### src/rtl/execute_muldiv_pkg.sv
// Shared op codes, FSM states and operand-signedness helpers for the RV-M multiply/divide unit.
package execute_muldiv_pkg;

    typedef enum logic [2:0] {
        OpMul    = 3'd0,
        OpMulh   = 3'd1,
        OpMulhsu = 3'd2,
        OpMulhu  = 3'd3,
        OpDiv    = 3'd4,
        OpDivu   = 3'd5,
        OpRem    = 3'd6,
        OpRemu   = 3'd7
    } muldiv_op_e;

    typedef enum logic [1:0] {
        StIdle = 2'd0,
        StBusy = 2'd1,
        StDone = 2'd2
    } muldiv_state_e;

    // MUL only keeps the low half, which is sign-agnostic, so it runs unsigned.
    function automatic logic op_a_signed(input logic [2:0] f);
        return (f == OpMulh) || (f == OpMulhsu) || (f == OpDiv) || (f == OpRem);
    endfunction

    function automatic logic op_b_signed(input logic [2:0] f);
        return (f == OpMulh) || (f == OpDiv) || (f == OpRem);
    endfunction

endpackage

### src/rtl/execute_muldiv_datapath.sv
// Radix-2 shift-add multiplier / restoring divider sharing one XLEN+1-bit adder-subtractor.
// Works on operand magnitudes; signs are reapplied on the registered result.
module execute_muldiv_datapath
    import execute_muldiv_pkg::*;
#(
    parameter int unsigned XLEN = 32
) (
    input  logic            clk,
    input  logic            reset,
    input  logic            load_i,
    input  logic            step_i,
    input  logic [2:0]      func3_i,
    input  logic [XLEN-1:0] op_a_i,
    input  logic [XLEN-1:0] op_b_i,
    output logic            special_o,
    output logic [XLEN-1:0] res_o
);

    logic [XLEN-1:0] acc_q, acc_d, lo_q, lo_d, b_q, b_d;
    logic [2:0]      op_q, op_d;
    logic            a_neg_q, a_neg_d, b_neg_q, b_neg_d, spec_q, spec_d;

    logic            a_neg, b_neg, div_zero, div_ovf;
    logic [XLEN-1:0] a_mag, b_mag, spec_val;

    logic            is_mul, quo_bit;
    logic [XLEN:0]   add_x, add_y, sum;

    logic [2*XLEN-1:0] prod_raw, prod;
    logic [XLEN-1:0]   quo, rem;

    // Operand magnitudes and one-cycle special cases, decoded from the request inputs.
    always_comb begin
        a_neg     = op_a_signed(func3_i) & op_a_i[XLEN-1];
        b_neg     = op_b_signed(func3_i) & op_b_i[XLEN-1];
        a_mag     = a_neg ? -op_a_i : op_a_i;
        b_mag     = b_neg ? -op_b_i : op_b_i;
        div_zero  = func3_i[2] && (op_b_i == '0);
        div_ovf   = ((func3_i == OpDiv) || (func3_i == OpRem)) &&
                    (op_a_i == {1'b1, {(XLEN-1){1'b0}}}) && (op_b_i == '1);
        special_o = div_zero || div_ovf;
        // func3[1] separates REM/REMU from DIV/DIVU.
        if (div_zero) spec_val = func3_i[1] ? op_a_i : '1;
        else          spec_val = func3_i[1] ? '0 : op_a_i;
    end

    // Shared adder: add multiplicand for multiply, trial-subtract divisor for divide.
    always_comb begin
        is_mul  = ~op_q[2];
        add_x   = is_mul ? {1'b0, acc_q} : {acc_q, lo_q[XLEN-1]};
        add_y   = (is_mul && !lo_q[0]) ? '0 : {1'b0, b_q};
        sum     = is_mul ? (add_x + add_y) : (add_x - add_y);
        quo_bit = ~sum[XLEN];
    end

    // Next-state for the accumulator / shift registers.
    always_comb begin
        acc_d   = acc_q;
        lo_d    = lo_q;
        b_d     = b_q;
        op_d    = op_q;
        a_neg_d = a_neg_q;
        b_neg_d = b_neg_q;
        spec_d  = spec_q;
        if (load_i) begin
            op_d    = func3_i;
            a_neg_d = a_neg;
            b_neg_d = b_neg;
            spec_d  = special_o;
            acc_d   = '0;
            if (special_o) begin
                lo_d = spec_val;
            end else if (!func3_i[2]) begin
                lo_d = b_mag;  // multiplier bits consumed from the bottom
                b_d  = a_mag;
            end else begin
                lo_d = a_mag;  // dividend bits consumed from the top, quotient fills bottom
                b_d  = b_mag;
            end
        end else if (step_i) begin
            if (is_mul) begin
                acc_d = sum[XLEN:1];
                lo_d  = {sum[0], lo_q[XLEN-1:1]};
            end else begin
                acc_d = quo_bit ? sum[XLEN-1:0] : add_x[XLEN-1:0];
                lo_d  = {lo_q[XLEN-2:0], quo_bit};
            end
        end
    end

    // Datapath registers.
    always_ff @(posedge clk or negedge reset) begin
        if (!reset) begin
            acc_q   <= '0;
            lo_q    <= '0;
            b_q     <= '0;
            op_q    <= '0;
            a_neg_q <= 1'b0;
            b_neg_q <= 1'b0;
            spec_q  <= 1'b0;
        end else begin
            acc_q   <= acc_d;
            lo_q    <= lo_d;
            b_q     <= b_d;
            op_q    <= op_d;
            a_neg_q <= a_neg_d;
            b_neg_q <= b_neg_d;
            spec_q  <= spec_d;
        end
    end

    // Sign fix-up and result select from registered state only.
    always_comb begin
        prod_raw = {acc_q, lo_q};
        prod     = (a_neg_q ^ b_neg_q) ? -prod_raw : prod_raw;
        quo      = (a_neg_q ^ b_neg_q) ? -lo_q : lo_q;
        rem      = a_neg_q ? -acc_q : acc_q;
        res_o    = '0;
        if (spec_q) begin
            res_o = lo_q;
        end else begin
            case (op_q)
                OpMul:                    res_o = prod[XLEN-1:0];
                OpMulh, OpMulhsu, OpMulhu: res_o = prod[2*XLEN-1:XLEN];
                OpDiv, OpDivu:            res_o = quo;
                default:                  res_o = rem;
            endcase
        end
    end

endmodule

### src/rtl/execute_muldiv.sv
// Iterative RV-M multiply/divide execute unit: control FSM, iteration counter and result registers.
module execute_muldiv
    import execute_muldiv_pkg::*;
#(
    parameter int unsigned XLEN     = 32,
    parameter int unsigned REGNUM_W = 5
) (
    input  logic                clk,
    input  logic                reset,
    input  logic                flush,
    input  logic                start,
    input  logic [2:0]          func3,
    input  logic [XLEN-1:0]     opA,
    input  logic [XLEN-1:0]     opB,
    input  logic [REGNUM_W-1:0] rdIn,
    output logic                busy,
    output logic                done,
    output logic [XLEN-1:0]     result,
    output logic [REGNUM_W-1:0] rdOut
);

    localparam int unsigned CntW = $clog2(XLEN + 1);

    muldiv_state_e       state_q, state_d;
    logic [CntW-1:0]     count_q, count_d;
    logic [REGNUM_W-1:0] tag_q, tag_d, rd_q, rd_d;
    logic [XLEN-1:0]     result_q, result_d;
    logic                done_q, done_d;
    logic                load, step, special;
    logic [XLEN-1:0]     dp_res;

    execute_muldiv_datapath #(
        .XLEN(XLEN)
    ) u_datapath (
        .clk      (clk),
        .reset    (reset),
        .load_i   (load),
        .step_i   (step),
        .func3_i  (func3),
        .op_a_i   (opA),
        .op_b_i   (opB),
        .special_o(special),
        .res_o    (dp_res)
    );

    // Next-state, iteration control and busy; flush wins over start and over completion.
    always_comb begin
        state_d  = state_q;
        count_d  = count_q;
        tag_d    = tag_q;
        result_d = result_q;
        rd_d     = rd_q;
        done_d   = 1'b0;
        load     = 1'b0;
        step     = 1'b0;
        busy     = 1'b0;
        unique case (state_q)
            StIdle: begin
                if (start && !flush) begin
                    load  = 1'b1;
                    busy  = 1'b1;
                    tag_d = rdIn;
                    if (special) begin
                        state_d = StDone;
                    end else begin
                        state_d = StBusy;
                        count_d = CntW'(XLEN);
                    end
                end
            end
            StBusy: begin
                busy = 1'b1;
                if (flush) begin
                    state_d = StIdle;
                    count_d = '0;
                end else begin
                    step    = 1'b1;
                    count_d = count_q - CntW'(1);
                    if (count_d == '0) state_d = StDone;
                end
            end
            StDone: begin
                busy    = 1'b1;
                state_d = StIdle;
                if (!flush) begin
                    done_d   = 1'b1;
                    result_d = dp_res;
                    rd_d     = tag_q;
                end
            end
            default: state_d = StIdle;
        endcase
    end

    // Control and output registers.
    always_ff @(posedge clk or negedge reset) begin
        if (!reset) begin
            state_q  <= StIdle;
            count_q  <= '0;
            tag_q    <= '0;
            result_q <= '0;
            rd_q     <= '0;
            done_q   <= 1'b0;
        end else begin
            state_q  <= state_d;
            count_q  <= count_d;
            tag_q    <= tag_d;
            result_q <= result_d;
            rd_q     <= rd_d;
            done_q   <= done_d;
        end
    end

    assign done   = done_q;
    assign result = result_q;
    assign rdOut  = rd_q;

endmodule

### config.mk
export PLATFORM = sky130hd
export DESIGN_NAME = execute_muldiv
export DESIGN_NICKNAME = d
export VERILOG_FILES = /design/src/rtl/execute_muldiv_pkg.sv /design/src/rtl/execute_muldiv_datapath.sv /design/src/rtl/execute_muldiv.sv
export SDC_FILE = /design/constraint.sdc
export NUM_CORES = 1
export LEC_CHECK = 0
export ABC_CLOCK_PERIOD_IN_PS = 5590
export BUFFER_PORTS_ARGS = -buffer_cell sky130_fd_sc_hd__buf_4
export CORE_ASPECT_RATIO = 0.8
export CORE_MARGIN = 4
export CORE_UTILIZATION = 25
export DETAILED_ROUTE_END_ITERATION = 8
export SYNTH_ARGS = -nofsm -noshare
export SYNTH_HDL_FRONTEND = slang
export SYNTH_HIERARCHICAL = 1
export SYNTH_SLANG_ARGS = --single-unit
### constraint.sdc
create_clock -name clk -period 5.59 [get_ports clk]
set_input_delay 1.118 -clock clk [delete_from_list [all_inputs] [get_ports clk]]
set_output_delay 1.118 -clock clk [all_outputs]
set_load 0.05 [all_outputs]
# Yosys cells after proc, flatten, opt, wreduce, memory -nomap -nowiden
# Cells that the tools add are included.
# totals
register_bits,153
in_bits,76
out_inout_bits,39
# op_classes
n_addsub,8
eq_ne,16
mux,38
n_bitwise,7
reduce_logical,28
# op_table
op,count
2-to-1 mux 32 bit,19
negation 32 bit,4
one-hot mux 32 bit (3 select lines),1
2-to-1 mux 33 bit,2
"equality test 32 bit, second input constant",2
2-to-1 mux 64 bit,1
negation 64 bit,1
adder 33 bit,1
subtractor 33 bit,1
logical NOT 32 bit,1
2-to-1 mux 6 bit,3
"equality test 3 bit, second input constant",4
one-hot mux 6 bit (2 select lines),1
"equality test 3 x 2 -> 1 bit, second input constant",3
2-to-1 mux 2 bit,4
AND reduction 2 bit,4
logical OR 1 bit,7
"equality test 3 x 1 -> 1 bit, second input constant",2
logical NOT 6 bit,1
"subtractor 6 x 1 -> 6 bit, second input constant",1
logical AND 1 bit,5
2-to-1 mux 1 bit,5
"!= test 2 bit, second input constant",2
NOT 1 bit,4
other kinds (14),18

# Depth between registers and ports, before layout
# logic_depth
ltp_word,9
depth_mapped,24
mapped_depth_nobuf,21

# Cells and area by module
# The synthesis kept the hierarchy.
# by_module_without_submodules
mod,instances,cells_each,area_per_inst_um2
execute_muldiv_datapath,1,1862,13225.2
execute_muldiv,1,170,2209.6

# Worst setup path after synthesis
# OpenSTA, ideal clock, no wires.
# synth_timing
kind,reg-to-reg
start,reg u_datapath.b_q[8]
end,reg u_datapath.acc_q[30]
setup_ns,0.136
arrival_time_ns,4.728
required_ns,5.454
path_slack_ns,0.726
path_stages_with_launch,21
path_buffers,2
path_cell_list,dfrtp_1 nor3_1 nand4_1 o41ai_2 nor2b_1 o21a_1 nand2b_1 nor2_1 mux2_2 a22oi_1 ha_1 o21a_1 o21ai_0 o22ai_1 a211oi_1 xnor2_1 buf_2 buf_2 nor3_1 a221oi_1 o21ai_0
# synth_between
elab_chain_cells,7
elab_cells_between_ends,8
classes_between,add/sub: 2; mux: 6
# synth_rtl
item,line,rtl
"start, declared",execute_muldiv_datapath.sv:19,"logic [XLEN-1:0] acc_q, acc_d, lo_q, lo_d, b_q, b_d;"
"start signal, assigned",execute_muldiv_datapath.sv:96,b_q <= '0;
"start signal, assigned",execute_muldiv_datapath.sv:104,b_q <= b_d;
2-to-1 mux 32 bit (*),execute_muldiv_datapath.sv:51,"add_y = (is_mul && !lo_q[0]) ? '0 : {1'b0, b_q};"
adder 33 bit / subtractor 33 bit (equally long branches),execute_muldiv_datapath.sv:52,sum = is_mul ? (add_x + add_y) : (add_x - add_y);
2-to-1 mux 33 bit (*),execute_muldiv_datapath.sv:52,
2-to-1 mux 32 bit,execute_muldiv_datapath.sv:85,acc_d = quo_bit ? sum[XLEN-1:0] : add_x[XLEN-1:0];
2-to-1 mux 32 bit (*),execute_muldiv_datapath.sv:81,if (is_mul) begin
2-to-1 mux 32 bit (*),execute_muldiv_datapath.sv:80,end else if (step_i) begin
2-to-1 mux 32 bit (*),execute_muldiv_datapath.sv:65,if (load_i) begin
"end signal, assigned",execute_muldiv_datapath.sv:94,acc_q <= '0;
"end signal, assigned",execute_muldiv_datapath.sv:102,acc_q <= acc_d;
"end, declared",execute_muldiv_datapath.sv:19,
# Every way passes the cells marked *; elsewhere a longest branch is shown, timed or not. The select of a mux whose other input is x is not followed.
# A chain may end at the register's enable or synchronous reset.

# Worst setup path after layout
# layout_timing
start,reg u_datapath.op_q[2]
end,reg u_datapath.acc_q[18]
# layout_between
elab_chain_cells,9
elab_cells_between_ends,11
classes_between,add/sub: 2; mux: 7; bitwise: 1; reduce/logical: 1
# layout_rtl
item,line,rtl
"start, declared",execute_muldiv_datapath.sv:20,"logic [2:0] op_q, op_d;"
"start signal, assigned",execute_muldiv_datapath.sv:105,op_q <= op_d;
NOT 1 bit,execute_muldiv_datapath.sv:49,is_mul = ~op_q[2];
logical AND 1 bit,execute_muldiv_datapath.sv:51,
2-to-1 mux 32 bit,execute_muldiv_datapath.sv:51,
adder 33 bit / subtractor 33 bit (equally long branches),execute_muldiv_datapath.sv:52,
2-to-1 mux 33 bit,execute_muldiv_datapath.sv:52,
2-to-1 mux 32 bit,execute_muldiv_datapath.sv:85,
2-to-1 mux 32 bit (*),execute_muldiv_datapath.sv:81,
2-to-1 mux 32 bit (*),execute_muldiv_datapath.sv:80,
2-to-1 mux 32 bit (*),execute_muldiv_datapath.sv:65,
# Marks and branches as above.

==> metrics.md <==
| Metric | Value |
|---|---|
| Status | `finished, final reports clean` |
| Cell-internal power | `5.35 mW` |
| Setup CP Type | `flop to flop` |
| EDFF count, synth | `0` |
| Layout cells sized above 1 | `14.5%` |
| Yosys top cell by area | `dfrtp_1` |
| Cts hold-fix bufs | `0` |
| Pin count of the biggest net entering global routing | `154` |
| Final instance area | `0.0177 sq mm` |
| Min cycle time layout | `5.13 ns` |
| Post-DRT Antenna Nets | `0` |
| Final Hold Viols | `0` |
| Max FO, Critical Path | `23` |
| DRT iter0 DRCs | `2,007` |
| Sequential power share | `19.9%` |
| Die Ht | `230 um` |
| Worst hold slack | `0.473 ns` |
| WP data required | `5.94 ns` |
| Syn avg cell area | `7.60 sq um` |
| IO Pins | `115` |
| Worst-Skew Late Latency | `0.46 ns` |
| Setup crit end kind | `flop` |
| Fmax achieved | `195 MHz` |
| Final WL | `57.6 mm` |
| Number of detailed-route iterations in the first pass | `8` |
| Vias per cell | `5.51` |
| Seq/Total Area, Yosys | `24.8%` |
| Clock Sinks | `153` |
| Overall power | `11.8 mW` |
| Leakage Power | `7.25 nW` |
| Routability cong. | `0.958` |
| H-tree levels | `4` |
| Area contributors post-synth | `dfrtp_1, o21ai_0, a21oi_1` |
| Yosys top cell area share | `24.8%` |
| Grt ovf | `0` |
| Syn Std Cell Area | `0.0154 sq mm` |
| Final setup fails | `0` |
| CTS buffer count | `17` |
| Hold path cells | `2` |
| Ant diodes | `0` |
| Yosys warns | `6` |
| Cells after DPL | `2,852` |
| Vias in the first global route | `14,500` |
| Met3 Use GR | `5.41%` |
| CP Launch Type | `flop` |
| Setup TNS | `0 ns` |
| DR vias | `15,900` |
| WL/cell | `20.0 um` |
| Final Cycle Share | `91.8%` |
| Max-cap viol count | `0` |
| Synthesized flop and latch total | `153` |
| Pwr dens | `666 mW/mm^2` |
| Distinct cells, synth | `85` |
| Top_reg_cell synth | `dfrtp_1` |
| Met2 Use GR | `23.4%` |
| Worst-path clk slew | `0.07 ns` |
| Count leader, synth | `o21ai_0` |
| Peak VDD IR | `0.000319 V` |
| Placed inst area | `0.0171 sq mm` |
| Grt peak-use layer | `met1` |
| Hold Path Class | `flop to flop` |
| Ys async rst share | `100%` |
| DRC Markers | `0` |
| RSZ-0062 raised after global routing | `false` |
| R2R cell count | `22` |
| Nets | `2,162` |
| Switching pwr | `6.43 mW` |
| Port Buffers | `114` |
| Top cells by count, synth | `o21ai_0, nand2_1, a21oi_1` |
| Gate power share | `69.8%` |
| Detailed Place HPWL | `43.3 mm` |
| Synthesized Nets | `2,153` |
| Worst-Margin Slew | `1.39 ns` |
| Arr. time, crit path | `5.48 ns` |
| Initial antenna violation count | `0` |
| Pins Over Slew Limit | `0` |
| Area growth syn-to-layout | `14.6%` |
| Switching power share of the total | `54.6%` |
| Post-synthesis instance total | `2,032` |
| Total die area | `0.0658 sq mm` |
| Clock Skew | `0.0131 ns` |
| Clock tree from TritonCTS | `done` |
| Met1 usage in global routing | `25.5%` |
| # rows | `81` |
| CTS max path bufs | `2` |
| CORE AREA | `0.0611 sq mm` |
| Non-Filler Instances | `2,884` |
| Initial Utilization | `25.3%` |
| Die X | `286 um` |
| Global-route wire length before repair | `88.3 mm` |
| Relative slew slack | `6.59%` |
| Global-route usage over all layers | `17.0%` |
| Clock root cell | `clkbuf_16` |
| Clock Power Share | `10.3%` |
==> worst max-delay path: stages (launching register included) <==
cell and delay [ns]:
dfrtp_4 0.49, clkinv_1 0.06, nand2_1 0.11, nand2_1 0.12, ha_1 0.29, nand2b_1 0.12
or2_2 0.31, o41ai_1 0.41, and2_1 0.31, nand2_1 0.08, a31oi_1 0.17, o22ai_1 0.13
ha_1 0.34, and4_1 0.22, and4_1 0.23, nand2_1 0.09, o22ai_1 0.09, a211oi_2 0.39
xnor2_2 0.26, buf_12 0.25, mux2i_1 0.20, mux2i_1 0.09, a22o_1 0.22
==> state kept, by name, indices dropped and copies added (netlist names), 3 cells and up <==
signal            flops
count_q               6
tag_q                 5
u_datapath/acc_q     32
result               32
u_datapath/lo_q      32
rdOut                 5
u_datapath/b_q       32
u_datapath/op_q       3
==> logic make-up after synthesis <==
family                   synth area share, %
multiplexers                            9.37
flip-flops                              24.8
XOR/XNOR                                8.80
AND/OR/NAND/NOR                         19.6
AO/OA/AOI/OAI                           28.2
buffers and inverters                   5.44
adder cells (fa/ha/maj)                 3.70
==> cell type report <==
type                       instances  area (sq um)
fill                            6608         43400
multi-input combinational       1665         10800
sequential                       153          3830
timing repair buffer             158          1230
tap                              830          1040
clock buffer                      18           439
inverter                          46           173
clock inverter                    14           170
==> through the flow <==
step	utilization [%]	worst slack (ns)
CTS	28.9	0.186
finish	29.0	0.457
global route	29.0	0.0777
global placement	27.9	0.303
floorplan	-	0.726
detailed placement	27.9	0.215
==> worst paths after layout <==
check	slack (ns)	to	from
max in group asynchronous	4.00	u_datapath/op_q[2]$_DFFE_PN0P_	reset
hold / removal	0.47	tag_q[1]$_DFFE_PN0P_	tag_q[1]$_DFFE_PN0P_
hold reg to reg	0.47	tag_q[1]$_DFFE_PN0P_	tag_q[1]$_DFFE_PN0P_
setup / recovery	0.46	u_datapath/acc_q[18]$_DFFE_PN0P_	u_datapath/op_q[2]$_DFFE_PN0P_
setup reg to reg	0.46	u_datapath/acc_q[18]$_DFFE_PN0P_	u_datapath/op_q[2]$_DFFE_PN0P_
min in group asynchronous	0.72	u_datapath/acc_q[20]$_DFFE_PN0P_	reset
==> what timing repair did <==
item                                   in CTS  in global routing
setup buffers                               0                  0
setup endpoints to repair                   0                 12
endpoints found under the hold margin       0                  0
resized for setup                           0                  2
==> power groups by stage <==
stage / Sequential [mW] / Clock, mW / Combinational, mW
CTS: 2.29 / 1.24 / 8.04
floorplan: 1.91 / 0 / 6.03
finish: 2.35 / 1.21 / 8.22
global route: 2.40 / 1.28 / 9.01
global placement: 2.31 / 0 / 8.00
detailed placement: 2.31 / 0 / 8.00
==> routing by layer <==
| layer | up-vias | wire length, um |
|---|---|---|
| met1 | 7614 | 27000 |
| met5 | - | 0 |
| li1 | 7476 | - |
| met3 | 51 | 6550 |
| met4 | 0 | 979 |
| met2 | 745 | 23000 |
==> layout by cell type, fill, tap and decap left out, types with 9 or more instances in the layout <==
cell type,Yosys,layout
a211oi_1,27,26
dfrtp_1,153,152
mux2_2,72,72
inv_1,44,42
o32ai_1,9,9
a22oi_1,19,19
ha_1,44,44
a21oi_1,184,184
nand4_1,17,17
a31oi_1,28,28
a211o_1,13,13
o31ai_1,22,22
nor2_1,159,158
nor2b_1,16,15
nand2b_1,15,15
a21o_1,32,32
buf_4,1,154
or3_1,19,19
nor4_1,20,20
nand3b_1,11,11
clkbuf_16,0,17
nand2_1,213,212
mux2i_1,62,62
and2_1,13,13
o21a_1,19,19
o21ai_0,215,215
or4_1,17,17
xnor2_1,82,79
nor3_1,45,45
nand3_1,42,42
xor2_1,73,72
o22ai_1,26,26
o211ai_1,30,30
Note: power is estimated with default switching activity, not from simulation.
